### config.mk
export PLATFORM = sky130hd
export DESIGN_NAME = mem_stage
export DESIGN_NICKNAME = d
export VERILOG_FILES = /design/src/rtl/mem_stage_pkg.sv /design/src/rtl/mem_stage_align.sv /design/src/rtl/mem_stage.sv
export SDC_FILE = /design/constraint.sdc
export NUM_CORES = 1
export LEC_CHECK = 0
export CAP_MARGIN = 5
export CORE_AREA = 2 2 267 269
export CTS_BUF_LIST = sky130_fd_sc_hd__clkbuf_4
export CTS_CLUSTER_DIAMETER = 40
export CTS_CLUSTER_SIZE = 12
export DETAILED_ROUTE_END_ITERATION = 12
export DIE_AREA = 0 0 269 271
export SKIP_LAST_GASP = 1
export SYNTH_ARGS = -nofsm -noshare
export SYNTH_HDL_FRONTEND = slang
export SYNTH_SLANG_ARGS = --single-unit
### constraint.sdc
create_clock -name clk -period 5.3 [get_ports clk]
set_input_delay 1.06 -clock clk [delete_from_list [all_inputs] [get_ports clk]]
set_output_delay 1.06 -clock clk [all_outputs]
set_load 0.05 [all_outputs]
### src/rtl/mem_stage_pkg.sv
// Shared definitions for the memory-access stage: stall codes, bus widths,
// access sizes and the access FSM encoding.
package mem_stage_pkg;

    localparam int REG_BUS  = 64;
    localparam int INST_BUS = 32;

    localparam logic [1:0] STALL_NEXT = 2'd0;
    localparam logic [1:0] STALL_KEEP = 2'd1;
    localparam logic [1:0] STALL_ZERO = 2'd2;

    localparam logic [1:0] MEM_SIZE_B = 2'd0;
    localparam logic [1:0] MEM_SIZE_H = 2'd1;
    localparam logic [1:0] MEM_SIZE_W = 2'd2;
    localparam logic [1:0] MEM_SIZE_D = 2'd3;

    localparam logic [REG_BUS-1:0] ZERO_WORD = '0;

    typedef enum logic [1:0] {
        MEM_ST_IDLE   = 2'd0,
        MEM_ST_REQ    = 2'd1,
        MEM_ST_WAIT_R = 2'd2,
        MEM_ST_DONE   = 2'd3
    } mem_st_e;

    function automatic logic [7:0] size_mask(input logic [1:0] size);
        case (size)
            MEM_SIZE_B: size_mask = 8'h01;
            MEM_SIZE_H: size_mask = 8'h03;
            MEM_SIZE_W: size_mask = 8'h0F;
            default:    size_mask = 8'hFF;
        endcase
    endfunction

endpackage

### src/rtl/mem_stage_align.sv
// Lane alignment for one access: byte mask, shifted strobes and store data,
// right-aligned load data and the natural-alignment check.
module mem_align
    import mem_stage_pkg::*;
#(
    parameter int DATA_W = 64
) (
    input  logic [1:0]        size,
    input  logic [2:0]        off,
    input  logic [DATA_W-1:0] store_data,
    input  logic [DATA_W-1:0] load_word,
    output logic [7:0]        mask,
    output logic [7:0]        wstrb,
    output logic [DATA_W-1:0] wdata,
    output logic [DATA_W-1:0] rdata,
    output logic              misalign
);

    logic [5:0] bit_off;

    assign bit_off = {off, 3'b000};
    assign mask    = size_mask(size);
    assign wstrb   = mask << off;
    assign wdata   = store_data << bit_off;
    assign rdata   = load_word >> bit_off;

    always_comb begin
        case (size)
            MEM_SIZE_B: misalign = 1'b0;
            MEM_SIZE_H: misalign = off[0];
            MEM_SIZE_W: misalign = |off[1:0];
            default:    misalign = |off;
        endcase
    end

endmodule

### src/rtl/mem_stage.sv
// Memory-access stage: issues one load/store at a time on the ready/valid
// data bus and holds the pipeline until the access has completed.
module mem_stage
    import mem_stage_pkg::*;
#(
    parameter int ADDR_W = 64,
    parameter int DATA_W = 64
) (
    input  logic              clk,
    input  logic              rst,
    input  logic [1:0]        stall,
    input  logic [DATA_W-1:0] ex_alu_result,
    input  logic [DATA_W-1:0] ex_store_data,
    input  logic              ex_mem_read,
    input  logic              ex_mem_write,
    input  logic [1:0]        ex_mem_size,
    input  logic              ex_mem_ext_un,
    input  logic              ex_rd_wena,
    input  logic [4:0]        ex_rd_waddr,
    input  logic [DATA_W-1:0] ex_pc,
    input  logic [31:0]       ex_inst,
    output logic              dbus_req,
    output logic              dbus_we,
    output logic [ADDR_W-1:0] dbus_addr,
    output logic [DATA_W-1:0] dbus_wdata,
    output logic [7:0]        dbus_wstrb,
    input  logic              dbus_ready,
    input  logic              dbus_rvalid,
    input  logic [DATA_W-1:0] dbus_rdata,
    output logic              mem_stall_req,
    output logic              me_misalign,
    output logic [DATA_W-1:0] me_alu_result,
    output logic [DATA_W-1:0] me_mem_data,
    output logic              me_mem_to_reg,
    output logic              me_mem_ext_un,
    output logic              me_rd_wena,
    output logic [7:0]        me_mem_byte_enable,
    output logic [4:0]        me_rd_waddr,
    output logic [DATA_W-1:0] me_pc,
    output logic [31:0]       me_inst
);

    mem_st_e           state_reg;
    logic [DATA_W-1:0] load_buf_reg;

    logic [7:0]        mask;
    logic [7:0]        lane_wstrb;
    logic [DATA_W-1:0] lane_wdata;
    logic [DATA_W-1:0] lane_rdata;
    logic              misalign;
    logic              mem_op;
    logic              aligned_op;

    mem_align #(.DATA_W(DATA_W)) u_align (
        .size       (ex_mem_size),
        .off        (ex_alu_result[2:0]),
        .store_data (ex_store_data),
        .load_word  (load_buf_reg),
        .mask       (mask),
        .wstrb      (lane_wstrb),
        .wdata      (lane_wdata),
        .rdata      (lane_rdata),
        .misalign   (misalign)
    );

    assign mem_op     = ex_mem_read | ex_mem_write;
    assign aligned_op = mem_op & ~misalign;

    // The request and stall must be visible in the same cycle the op arrives,
    // so they decode from state and the live EX inputs.
    always_comb begin
        dbus_req      = 1'b0;
        mem_stall_req = 1'b0;
        case (state_reg)
            MEM_ST_IDLE: begin
                dbus_req      = aligned_op;
                mem_stall_req = aligned_op;
            end
            MEM_ST_REQ: begin
                dbus_req      = 1'b1;
                mem_stall_req = 1'b1;
            end
            MEM_ST_WAIT_R: mem_stall_req = ~dbus_rvalid;
            default: ;
        endcase
    end

    assign dbus_we    = dbus_req & ex_mem_write;
    assign dbus_addr  = dbus_req ? {ex_alu_result[ADDR_W-1:3], 3'b000} : '0;
    assign dbus_wdata = dbus_req ? lane_wdata : ZERO_WORD[DATA_W-1:0];
    assign dbus_wstrb = dbus_we ? lane_wstrb : 8'h00;

    always_ff @(posedge clk) begin
        if (rst) begin
            state_reg    <= MEM_ST_IDLE;
            load_buf_reg <= '0;
        end else begin
            case (state_reg)
                MEM_ST_IDLE, MEM_ST_REQ: begin
                    if (state_reg == MEM_ST_REQ || aligned_op) begin
                        if (dbus_ready)
                            state_reg <= ex_mem_read ? MEM_ST_WAIT_R : MEM_ST_DONE;
                        else
                            state_reg <= MEM_ST_REQ;
                    end
                end
                MEM_ST_WAIT_R: begin
                    if (dbus_rvalid) begin
                        load_buf_reg <= dbus_rdata;
                        state_reg    <= MEM_ST_DONE;
                    end
                end
                default: begin
                    // Held in DONE the access is complete and must not be reissued.
                    if (stall != STALL_KEEP)
                        state_reg <= MEM_ST_IDLE;
                end
            endcase
        end
    end

    assign me_misalign        = mem_op & misalign;
    assign me_alu_result      = ex_alu_result;
    assign me_mem_data        = lane_rdata;
    assign me_mem_to_reg      = ex_mem_read;
    assign me_mem_ext_un      = ex_mem_ext_un;
    assign me_rd_wena         = ex_rd_wena & ~(mem_op & misalign);
    assign me_mem_byte_enable = ex_mem_read ? mask : 8'h00;
    assign me_rd_waddr        = ex_rd_waddr;
    assign me_pc              = ex_pc;
    assign me_inst            = ex_inst;

endmodule

==> run_results.csv <==
group,metric,value,unit
timing,timing_hold_violations_final,0,
worst_setup_path,path_class,"in -> out",
logic_synthesis,ys.flop_type,"dfxtp_1",
global_route,grt_overflow,0,
flow_run,cap_viol_max_count,0,
floorplan,initial_core_utilization,11.7,%
timing,grt_setup_unrepaired,"no",
logic_synthesis,synthArstFlopShare,0,%
clock_tree,cts-resized-gates,0,
routing,dr.pass1.iters,6,
clock_tree,tritoncts_clock_tree,"built",
routing,routed_wire_length_per_instance,25.0,um
finish,layout.cells.most_common,"clkdlybuf4s50_1",
power,internal-power,1.28,mW
power,comb_power_share,62.9,%
timing,slew_viol_final,0,
power,power.clock.fraction,15.6,%
power,max-vdd-ir-drop,0.0000847,V
logic_synthesis,synth_enable_flop_cells,0,
clock_tree,cts.root.buffer_cell,"clkbuf_4",
clock_tree,numCtsBuffers,9,
hold_path,holdPathStages,2,
timing,timing.final.setup_violations,0,
clock_tree,postCtsHoldBufs,0,
worst_setup_path,list_of_cells_traversed_by_the_critical_path,"clkdlybuf4s50_1 -> a21oi_1 -> o221ai_4 -> buf_12 -> nor4_1 -> buf_4",
clock_tree,clockBufferDepth,2,
worst_setup_path,type_of_element_launching_the_critical_path,"input pin",
power,switching_share_of_power,49.3,%
clock_tree,postCtsSetupBuffers,0,
placement,gpl.final_weighted_congestion,0.860,
worst_setup_path,worst_path_largest_cell_delay,0.69,ns
finish,largest_register_ffs,64,
routing,drt.antenna.violating_nets,0,
placement,dp.final_hpwl,46.0,mm
finish,nets,1599,
worst_setup_path,critical-path-slowest-cell,"clkdlybuf4s50_1",
clock_tree,cts-htree-levels,3,
floorplan,ios,685,
worst_setup_path,r2r_cells,4,
hold_path,worstHoldPathType,"reg -> reg",
finish,final_core_util,19.0,%
global_route,grt_start_max_net_pins,90,
clock_tree,clock_pin_slew_on_the_worst_setup_and_hold_paths,0.13,ns
run_status,outcome,"complete, no violations",
placement,io_buffers,477,
timing,fin_hold_ws,0.464,ns
finish,area_growth_syn_to_layout,62.7,%
finish,fillers,7835,
timing,timing_worst_slew_pin_value,0.986,ns
routing,detailedRoute.firstIterationViolations,628,
floorplan,core_area,69800,sq um
finish,sequential_cell_area,1320,sq um
global_route,grt_util_all_layers,14.6,%
timing,clock-skew-final,0.0176,ns
power,seq_power_share,21.5,%
floorplan,std_cell_rows,97,
logic_synthesis,synth.yosys.seq_area_share,16.2,%
floorplan,die_height,271,um
floorplan,die_area,72900,sq um
routing,vias,9039,
logic_synthesis,synthesis.instances,1033,
logic_synthesis,synth.cell_area,8130,sq um
floorplan,die-width,269,um
timing,slew_headroom,34.3,%
timing,total_negative_slack,0,ns
global_route,first_global_vias,8994,
clock_tree,clock-sinks,66,
routing,drt_wl_total,56.0,mm
timing,period_minus_ws_final,4.85,ns
power,cellPowerDensity,191,nW/um^2
finish,most_frequent_cells_in_the_layout,"clkdlybuf4s50_1 (313), nand2_1 (152), buf_4 (133)",
power,leakage,4.70,nW
finish,layout-drive-gt1-share,26.4,%
timing,fmaxAchievable,0.206,GHz
logic_synthesis,postSynthRegisterBits,66,
logic_synthesis,synth_cell_types,51,
logic_synthesis,syn-mean-instance-area,7.87,sq um
routing,remaining_drc_errors,0,
power,switchingPower,1.25,mW
worst_setup_path,cp.arrival,3.79,ns
logic_synthesis,synth-warning-count,0,
global_route,grt_pass1_wl,74.3,mm
global_route,antenna_violations_before_repair,10,
worst_setup_path,setup.worst_path.end_class,"output pin",
finish,multi_input_area,4990,sq um
routing,post_drt_via_cell_ratio,4.03,
worst_setup_path,crit_fanout,89,
clock_tree,worst_skew_pair.late_latency,0.47,ns
timing,post-route-period-util,91.6,%
worst_setup_path,worst-endpoint-required,4.24,ns
==> logic make-up (layout without fill, tap and decap cells) <==
logic type	after synthesis	count (layout)	synth area share [%]
compound gates	187	187	15.0
buf+inv	277	541	22.9
flops	66	66	16.2
mux	144	144	22.3
other cells	1	5	0.0461
simple gates	358	358	23.4
==> path summary, 6_finish.rpt <==
path / startpoint / to / slack (ns)
worst min-delay path: load_buf_reg[7] / load_buf_reg[7] / 0.46
worst max-delay path: ex_mem_size[1] / dbus_wdata[12] / 0.45
worst max register to register: state_reg[0] / load_buf_reg[51] / 3.26
worst min register to register: load_buf_reg[7] / load_buf_reg[7] / 0.46
==> through the flow <==
stage	cells	total power, mW	setup slack [ns]	cell area, sq um
detailed placement	2223	2.15	0.414	13100
CTS	2239	2.56	0.417	13200
global route	2241	2.63	0.247	13200
finish	2241	2.53	0.446	13200
global placement	2223	2.15	0.386	13100
floorplan	1035	1.67	0.835	8140
==> critical path: cells and delay by family <==
family                 cells  cell delay, ns
AO/OA/AOI/OAI              2            0.68
AND/OR/NAND/NOR            1            0.67
buffers and inverters      3            1.24
==> routing by layer <==
layer | track usage, % | routed length (um)
met1 | 16.8 | 22000
met2 | 24.5 | 26300
met3 | 4.66 | 5260
met4 | 6.23 | 2460
met5 | 0 | 13
==> synth_stat cells, types with 2 or more instances <==
library cell	number	area, sq um
buf_4	183	1370
nand2_1	152	571
a21oi_1	70	350
mux2_2	69	777
dfxtp_1	66	1320
nor3b_1	62	465
mux2i_1	52	521
buf_2	47	235
nor3_1	30	150
clkbuf_1	27	101
nor2_1	26	97.6
and2_1	24	150
mux4_2	23	518
o21ai_0	23	115
o22ai_1	21	131
a22oi_1	17	128
nor4_1	17	106
nand2b_1	15	93.8
a211oi_1	9	67.6
buf_6	9	101
nor3_2	9	90.1
a2bb2oi_1	8	70.1
o22a_1	8	70.1
nor2b_1	7	43.8
o21a_1	6	45.0
a221oi_1	5	43.8
a222oi_1	5	50.1
buf_1	5	18.8
a211oi_2	4	50.1
inv_1	4	15.0
nand3b_1	4	30.0
or2_2	4	25.0
o211a_1	3	30.0
and3b_1	2	17.5
==> power groups by stage <==
stage	registers [mW]	clock network, mW	logic (mW)
after floorplan	0.538	0	1.13
after global placement	0.554	0	1.60
after detailed placement	0.555	0	1.60
after CTS	0.544	0.410	1.60
after global routing	0.547	0.428	1.66
final	0.543	0.395	1.59
==> layout make-up <==
cell class | instances | share of cell area (%)
antenna | 2 | 0.0378
clock buffer | 9 | 0.511
clock inverter | 7 | 0.624
inverter | 5 | 0.142
multi-input combinational | 692 | 37.7
sequential | 66 | 9.98
tap | 940 | 8.89
timing repair buffer | 520 | 42.1
No activity file was read; power rests on OpenSTA's default activity.
